<file path="config.mk">
export PLATFORM = sky130hd
export DESIGN_NAME = ema_channel_scheduler
export DESIGN_NICKNAME = d
export VERILOG_FILES = /design/src/rtl/ema_pkg.sv /design/src/rtl/ema_channel_scheduler_rr_arbiter.sv /design/src/rtl/ema_channel_scheduler.sv
export SDC_FILE = /design/constraint.sdc
export NUM_CORES = 1
export LEC_CHECK = 0
export BUFFER_PORTS_ARGS = -buffer_cell sky130_fd_sc_hd__buf_2
export CAP_MARGIN = 20
export CORE_AREA = 10 10 136 138
export CTS_CLUSTER_SIZE = 24
export DETAILED_ROUTE_END_ITERATION = 10
export DIE_AREA = 0 0 146 148
export PLACE_DENSITY = 0.91
export SETUP_SLACK_MARGIN = 0.02
export SYNTH_ARGS = -nofsm -noshare
export SYNTH_HDL_FRONTEND = slang
export SYNTH_SLANG_ARGS = --single-unit
</file>
<file path="constraint.sdc">
create_clock -name clk -period 3.6 [get_ports clk]
set_input_delay 0.54 -clock clk [delete_from_list [all_inputs] [get_ports clk]]
set_output_delay 0.54 -clock clk [all_outputs]
set_load 0.03 [all_outputs]
</file>
<file path="src/rtl/ema_pkg.sv">
// rtl/ema_pkg.sv - ALU mode constants and FSM state encoding for the EMA channel scheduler.
package ema_pkg;

    localparam logic [1:0] ALU_IDLE = 2'd0;
    localparam logic [1:0] ALU_ADD  = 2'd1;
    localparam logic [1:0] ALU_MULT = 2'd2;

    typedef enum logic [2:0] {
        S_IDLE,
        S_XMUL,
        S_XWAIT,
        S_YMUL,
        S_YWAIT,
        S_SUM
    } state_t;

endpackage

</file>
<file path="src/rtl/ema_channel_scheduler_rr_arbiter.sv">
// rtl/ema_channel_scheduler_rr_arbiter.sv - round-robin arbiter: search from ptr, one-hot grant plus winner index.
module rr_arbiter #(
    parameter int N  = 4,
    parameter int IW = 2
) (
    input  logic [N-1:0]  req,
    input  logic [IW-1:0] ptr,
    output logic [N-1:0]  grant,
    output logic [IW-1:0] idx,
    output logic          any
);

    logic [IW-1:0] c;

    always_comb begin
        grant = '0;
        idx   = '0;
        any   = 1'b0;
        c     = '0;
        for (int k = 0; k < N; k++) begin
            c = IW'((int'(ptr) + k) % N);
            if (!any && req[c]) begin
                any      = 1'b1;
                grant[c] = 1'b1;
                idx      = c;
            end
        end
    end

endmodule

</file>
<file path="src/rtl/ema_channel_scheduler.sv">
// rtl/ema_channel_scheduler.sv - shares one multiply ALU across NCH EMA channels, round-robin.
// Optional ALU response timeout enabled by defining EMA_SCHED_TIMEOUT_EN.
module ema_channel_scheduler
    import ema_pkg::*;
#(
    parameter int NCH = 4,
    parameter int Win = 16,
    parameter int CHW = 2,
    parameter int TMO = 64
) (
    input  logic               clk,
    input  logic               rst,
    input  logic [NCH-1:0]     req_valid_i,
    output logic [NCH-1:0]     req_ready_o,
    input  logic [NCH*Win-1:0] x_i,
    input  logic [NCH*Win-1:0] alpha_i,
    output logic [1:0]         alu_mode_o,
    output logic [Win-1:0]     alu_op1_o,
    output logic [Win:0]       alu_op2_o,
    output logic               alu_valid_o,
    input  logic [2*Win-1:0]   alu_res_i,
    input  logic               alu_valid_i,
    output logic [Win-1:0]     y_o,
    output logic [CHW-1:0]     ch_o,
    output logic               valid_o,
    output logic               busy_o,
    output logic               err_o
);

    state_t         state;
    logic [Win-1:0] y_last [NCH];
    logic [Win-1:0] a_r, px, res_hi, y_sum, x_sel, a_sel;
    logic [CHW-1:0] ch_r, ptr, win_idx;
    logic [NCH-1:0] grant;
    logic           any, tmo_hit, unused_bits;

    rr_arbiter #(.N(NCH), .IW(CHW)) u_arb (
        .req   (req_valid_i),
        .ptr   (ptr),
        .grant (grant),
        .idx   (win_idx),
        .any   (any)
    );

    assign req_ready_o = (state == S_IDLE && !rst) ? grant : '0;
    assign busy_o      = (state != S_IDLE);
    assign x_sel       = x_i[win_idx*Win +: Win];
    assign a_sel       = alpha_i[win_idx*Win +: Win];
    // Q0.Win scaling: arithmetic >>> Win then truncation is just the upper half.
    assign res_hi      = alu_res_i[2*Win-1:Win];
    assign y_sum       = px + res_hi;
    assign unused_bits = ^{alu_res_i[Win-1:0], TMO[0]};

`ifdef EMA_SCHED_TIMEOUT_EN
    localparam int CW = $clog2(TMO) + 1;
    logic [CW-1:0] cnt;
    logic          waiting;

    assign waiting = (state == S_XWAIT) || (state == S_YWAIT);
    assign tmo_hit = waiting && (cnt == CW'(TMO - 1));

    // err_o is raised one edge early so it lines up with the last wait cycle.
    always_ff @(posedge clk) begin
        if (rst || !waiting) begin
            cnt   <= '0;
            err_o <= 1'b0;
        end else begin
            cnt   <= cnt + 1'b1;
            err_o <= (cnt == CW'(TMO - 2)) && !alu_valid_i;
        end
    end
`else
    assign tmo_hit = 1'b0;
    assign err_o   = 1'b0;
`endif

    always_ff @(posedge clk) begin
        if (rst) begin
            state       <= S_IDLE;
            ptr         <= '0;
            a_r         <= '0;
            ch_r        <= '0;
            px          <= '0;
            alu_mode_o  <= ALU_IDLE;
            alu_op1_o   <= '0;
            alu_op2_o   <= '0;
            alu_valid_o <= 1'b0;
            y_o         <= '0;
            ch_o        <= '0;
            valid_o     <= 1'b0;
            for (int c = 0; c < NCH; c++) y_last[c] <= '0;
        end else begin
            alu_valid_o <= 1'b0;
            alu_mode_o  <= ALU_IDLE;
            valid_o     <= 1'b0;
            case (state)
                S_IDLE: if (any) begin
                    a_r         <= a_sel;
                    ch_r        <= win_idx;
                    ptr         <= (win_idx == CHW'(NCH - 1)) ? '0 : win_idx + 1'b1;
                    alu_op1_o   <= x_sel;
                    alu_op2_o   <= {1'b0, a_sel};
                    alu_mode_o  <= ALU_MULT;
                    alu_valid_o <= 1'b1;
                    state       <= S_XMUL;
                end
                S_XMUL: state <= S_XWAIT;
                S_XWAIT: begin
                    if (tmo_hit) begin
                        state <= S_IDLE;
                    end else if (alu_valid_i) begin
                        px          <= res_hi;
                        alu_op1_o   <= y_last[ch_r];
                        alu_op2_o   <= {1'b0, ~a_r};
                        alu_mode_o  <= ALU_MULT;
                        alu_valid_o <= 1'b1;
                        state       <= S_YMUL;
                    end
                end
                S_YMUL: state <= S_YWAIT;
                S_YWAIT: begin
                    if (tmo_hit) begin
                        state <= S_IDLE;
                    end else if (alu_valid_i) begin
                        y_o          <= y_sum;
                        ch_o         <= ch_r;
                        valid_o      <= 1'b1;
                        y_last[ch_r] <= y_sum;
                        state        <= S_SUM;
                    end
                end
                S_SUM:   state <= S_IDLE;
                default: state <= S_IDLE;
            endcase
        end
    end

endmodule
</file>
### After elaboration in Yosys (flattened, before gate mapping)

Memories as Yosys holds them, arrays and structs flattened. A register that Yosys moved wholly into a read port is not among the register bits.
Index checks and enable logic that the tools add are counted.

* $add $sub $neg: 5
* magnitude comparators: 8
* equality and inequality tests: 8
* shift-type cells: 2
* multiplexer cells: 56
* bitwise logic cells: 4
* reductions and logical operators: 21

Operator list (number)
* $shiftx A64 B7 Y16: 2
* $mux W16: 3
* $mux W17: 2
* $pmux W17 S2: 1
* $pmux W16 S2: 1
* $mux W1: 20
* $mux W2: 10
* $mux W4: 5
* $add A16 B16 Y16: 1
* $not A16 Y16: 1
* $reduce_or A16 Y1: 1
* $pmux W3 S5: 1
* $lt A2 B3 Y1 const B: 4
* $or A4 B4 Y4: 3
* $mux W3: 3
* $bmux W1 S2: 4
* $demux W1 S2: 4
* $ge A2 B1 Y1 const B: 4
* $logic_and A1 B1 Y1: 8
* $eq A3 B2 Y1 const B: 2
* $ne A2 B2 Y1 const B: 3
* $reduce_and A2 Y1: 3
* $reduce_and A3 Y1: 2
* $add A2 B1 Y2 const B: 2
* other kinds (10): 14

* bits in registers: 94
* bits in writable memories: 64
* input bits: 167
* output and inout bits: 61
* word-level logic and storage cells: 117
* memories kept: 1

Memory list
* y_last: words 4, bits a word 16, read ports 1, clocked after memory_dff 1, wr ports 4, RTL line ema_channel_scheduler.sv:31 `logic [Win-1:0] y_last [NCH];`

### Longest topological paths before layout

* depth after elaboration: 15
* depth in mapped cells: 14
* depth with buffers taken out: 10

### By module

A second synthesis with hierarchy kept.

* cell total of the unflattened synthesis: 795
* area, all modules: 8286.7 µm²

Modules (own cells, without submodules)
* ema_channel_scheduler: instances 1, cells an instance 750, area each 7863.8 µm², sequential area each 3783.6 µm²
* rr_arbiter: instances 1, cells an instance 45, area each 422.9 µm², sequential area each 0.0 µm²

### Worst setup path after synthesis

No wires, ideal clock.

* kind: reg-to-reg
* start: register ptr[0]
* end: register ptr[1]
* arrival time: 3.037 ns
* required time: 3.467 ns
* setup slack: 0.430 ns
* cell stages (with the launch flop): 15
* clock period less this slack: 3.170 ns
* cell sequence: dfxtp_1 buf_4 inv_1 ha_1 buf_6 or3b_1 a2111o_1 nand3_2 o22ai_2 buf_6 buf_6 buf_6 xnor2_1 a221oi_1 a211oi_2

* word-level cells in the longest chain between the ends: 14
* elaborated cells on any way between the ends: 29

Ends and longest elaborated chain
* from (decl): RTL line ema_channel_scheduler.sv:33 `logic [CHW-1:0] ch_r, ptr, win_idx;`
* from (signal assigned): RTL line ema_channel_scheduler.sv:100 `ptr <= (win_idx == CHW'(NCH - 1)) ? '0 : win_idx + 1'b1;`
* parallel branches: the longest is 14 deep, another holds $add A2 B1 Y2

Several ways; the timed one is not identified. The select of a mux whose other input is x is not followed.
A chain may end at the register's enable or synchronous reset.

### Final worst setup path

* start: register ptr[0]
* end: register alu_op2_o[15]

* word-level cells in the longest chain between the ends: 15
* elaborated cells on any way between the ends: 30

Ends and longest elaborated chain
* parallel branches: the longest is 15 deep, another holds $add A2 B1 Y2
* to (signal assigned): RTL line ema_channel_scheduler.sv:102 `alu_op2_o <= {1'b0, a_sel};`
* to (signal assigned): RTL line ema_channel_scheduler.sv:114 `alu_op2_o <= {1'b0, ~a_r};`
* to (decl): RTL line ema_channel_scheduler.sv:19 `output logic [Win:0] alu_op2_o,`

Several ways; the timed one is not identified. The select of a mux whose other input is x is not followed.

==> flow_metrics.env <==
export IMPL_antenna_found_initial=1
export IMPL_fin_skew_ns=0.0131
export IMPL_cts_buffers=17
export IMPL_clk_insertion_delay_late_ns=0.43
export IMPL_totalNegativeSetupSlack_ns=0
export IMPL_routed_wl_um=24000
export IMPL_cts_tree="done"
export IMPL_grt_max_degree=58
export IMPL_synth_ff_type="dfxtp_1"
export IMPL_maxSlewViolCount=0
export IMPL_chipWidth_um=146
export IMPL_end_kind="flip-flop"
export IMPL_synth_avg_cell_area_um2=10.4
export IMPL_slew_headroom=0.331
export IMPL_ctsResizeCount=0
export IMPL_pin_count=228
export IMPL_finalSetupViolations=0
export IMPL_htreeDepth=4
export IMPL_routedWlPerCell_um=19.8
export IMPL_finalNetCount=1174
export IMPL_async_flop_share=0
export IMPL_cts_setup_buffers=0
export IMPL_critPathRequiredTime_ns=3.90
export IMPL_power_density_nw_per_um2=721
export IMPL_period_needed_ns=3.28
export IMPL_fp_coreArea_um2=15700
export IMPL_tightest_slew_ns=1.00
export IMPL_hpwl_um=17700
export IMPL_syn_area_um2=8270
export IMPL_final_layout_size_suffix_gt1_frac=0.312
export IMPL_finalWeightedCongestion=0.862
export IMPL_grt_pass1_vias=7044
export IMPL_seq_area_frac_synth=0.457
export IMPL_grt_pass1_wl_um=37900
export IMPL_die_area_um2=21600
export IMPL_critPathArrivalTime_ns=3.58
export IMPL_cts_root_buf="clkbuf_16"
export IMPL_yosys_warnings=0
export IMPL_dr_pass1_iters=5
export IMPL_hold_class="input port to flip-flop"
export IMPL_synth_edf_count=64
export IMPL_synth_seq_cells=157
export IMPL_hold_viol=0
export IMPL_rsz0062_at_grt="false"
export IMPL_syn2layout_area_growth_pct=21.2
export IMPL_row_count=46
export IMPL_max_vdd_ir_drop_mv=0.574
export IMPL_routed_via_density=5.81
export IMPL_ys_types=61
export IMPL_p_leak_nw=4.44
export IMPL_critPathMaxFanout=31
export IMPL_dr_total_vias=7054
export IMPL_postRouteAntennaNets=0
export IMPL_cts_max_path_buffers=2
export IMPL_status="completed"
export IMPL_drc=0
export IMPL_start_util=0.527
export IMPL_drtIter0Drc=606
export IMPL_clk_pin_slew_ns=0.06
export IMPL_clock_sinks=157
export IMPL_cap_violations=0
export IMPL_period_share=0.910
export IMPL_port_buffers=208
export IMPL_overflow=0
export IMPL_cp_start_kind="flip-flop"
export IMPL_p_total_mw=7.23
export IMPL_hold_buffers=0
export IMPL_crit_type="flip-flop to flip-flop"
export IMPL_track_usage=0.216
export IMPL_die_y_um=148
export IMPL_syn_inst=792
export IMPL_max_freq_mhz=305
[routing by layer]
metal / track usage / up-vias / routed length [µm]
met5: 0 / - / 0
met4: 0.0666 / 0 / 421
met3: 0.0592 / 29 / 2020
met2: 0.373 / 339 / 12200
met1: 0.256 / 3349 / 9350
li1: - / 3337 / -
[worst paths after layout]
check	startpoint	endpoint	slack, ns	cells after the start
max	ptr[0]$_SDFFE_PP0P_	alu_op2_o[15]$_SDFFE_PP0P_	0.32	11
min	alu_res_i[19]	px[3]$_SDFFE_PP0P_	0.36	3
max reg2reg	ptr[0]$_SDFFE_PP0P_	alu_op2_o[15]$_SDFFE_PP0P_	0.32	11
min reg2reg	a_r[10]$_SDFFE_PP0P_	alu_op2_o[10]$_SDFFE_PP0P_	0.45	1
[placed cells by master (no fill, tap or decap), drive strengths merged, types with 3 or more instances in the layout]
cell	instances
a2111oi	17
a211oi	10
a21o	8
a21oi	35
a221oi	8
a22o	29
a22oi	4
buf	235
clkbuf	17
clkinv	8
conb	3
dfxtp	93
edfxtp	64
ha	22
inv	21
mux2i	62
mux4	21
nand2	59
nand2b	6
nand3	3
nand3b	21
nor2	122
nor2b	6
nor3	23
o21a	3
o21ai	14
o221ai	18
o22ai	17
or2	3
xnor2	11
xor2	3
[flip-flops by register name (all words and copies together), names as in the netlist, named ones only]
| signal | count |
|---|---|
| a_r | 16 |
| alu_op1_o | 16 |
| alu_op2_o | 16 |
| alu_valid_o | 1 |
| ch_o | 2 |
| ch_r | 2 |
| ptr | 2 |
| px | 16 |
| state | 3 |
| valid_o | 1 |
| y_last | 64 |
| y_o | 16 |
[cell type report]
type	count	area [µm²]
clock buffers	17	425
repair buffers	235	1250
inverters	17	63.8
flip-flops and latches	157	3780
multi-input cells	556	4110
well taps	216	270
diodes	1	2.50
clock inverters	15	121
fillers	1221	5690
[per-stage QoR]
stage                     utilization  hold WS [ns]  area, µm²  cells  setup slack (ns)
after floorplan                     -         0.434       8280    794             0.430
after global placement          0.603         0.440       9470   1181             0.490
after detailed placement        0.603         0.446       9470   1181             0.369
after CTS                       0.638         0.358      10000   1213             0.327
after global routing            0.638         0.370      10000   1214             0.115
final                           0.638         0.365      10000   1214             0.323
[synth_stat cells (2+ instances only)]
cell	number	area share
nor2_1	122	0.055
dfxtp_1	93	0.23
edfxtp_1	64	0.23
mux2i_1	62	0.075
nand2_1	59	0.027
clkbuf_1	39	0.018
a21oi_1	34	0.021
a22o_1	29	0.031
nor3_1	23	0.014
ha_1	22	0.033
mux4_2	21	0.057
nand3b_1	21	0.019
o221ai_1	18	0.019
inv_1	17	0.0077
a2111oi_2	16	0.029
o22ai_1	16	0.012
o21ai_0	14	0.0085
xnor2_1	11	0.012
a211oi_1	9	0.0082
a21o_1	8	0.0073
a221oi_1	8	0.0085
buf_2	8	0.0048
buf_6	8	0.011
buf_4	6	0.0054
nand2b_1	6	0.0045
nor2b_1	5	0.0038
a22oi_1	4	0.0036
buf_1	3	0.0014
o21a_1	3	0.0027
xor2_1	3	0.0032
a31oi_1	2	0.0015
and3_1	2	0.0015
nand3_1	2	0.0012
nand4_1	2	0.0015
nor3b_1	2	0.0018
nor4_1	2	0.0015
nor4b_1	2	0.0021
or2_2	2	0.0015
or3_1	2	0.0015
[worst max-delay path, stage by stage (launching register included)]
cell and delay, ns:
dfxtp_1 0.32, inv_1 0.11, ha_1 0.35, buf_4 0.18, a21bo_2 0.21, a221oi_1 0.25, nor3_1 0.12, o22ai_4 0.29
buf_4 0.49, mux2i_1 0.19, a22o_1 0.27, a2111oi_2 0.33
[cells by family after synthesis]
kind of cell | synth area share
AO/OA/AOI/OAI | 0.167
XOR/XNOR | 0.0148
adder cells (fa/ha/maj) | 0.0357
other | 0.000453
AND/OR/NAND/NOR | 0.144
flip-flops | 0.457
multiplexers | 0.134
buffers and inverters | 0.0479
[where the power goes]
part	leakage (nW)	internal [mW]	switching (mW)
logic	2.75	1.30	1.86
clock network	0.263	0.948	0.729
registers	1.42	2.17	0.221
total	4.44	4.41	2.81
No activity file was read; power rests on OpenSTA's default activity.
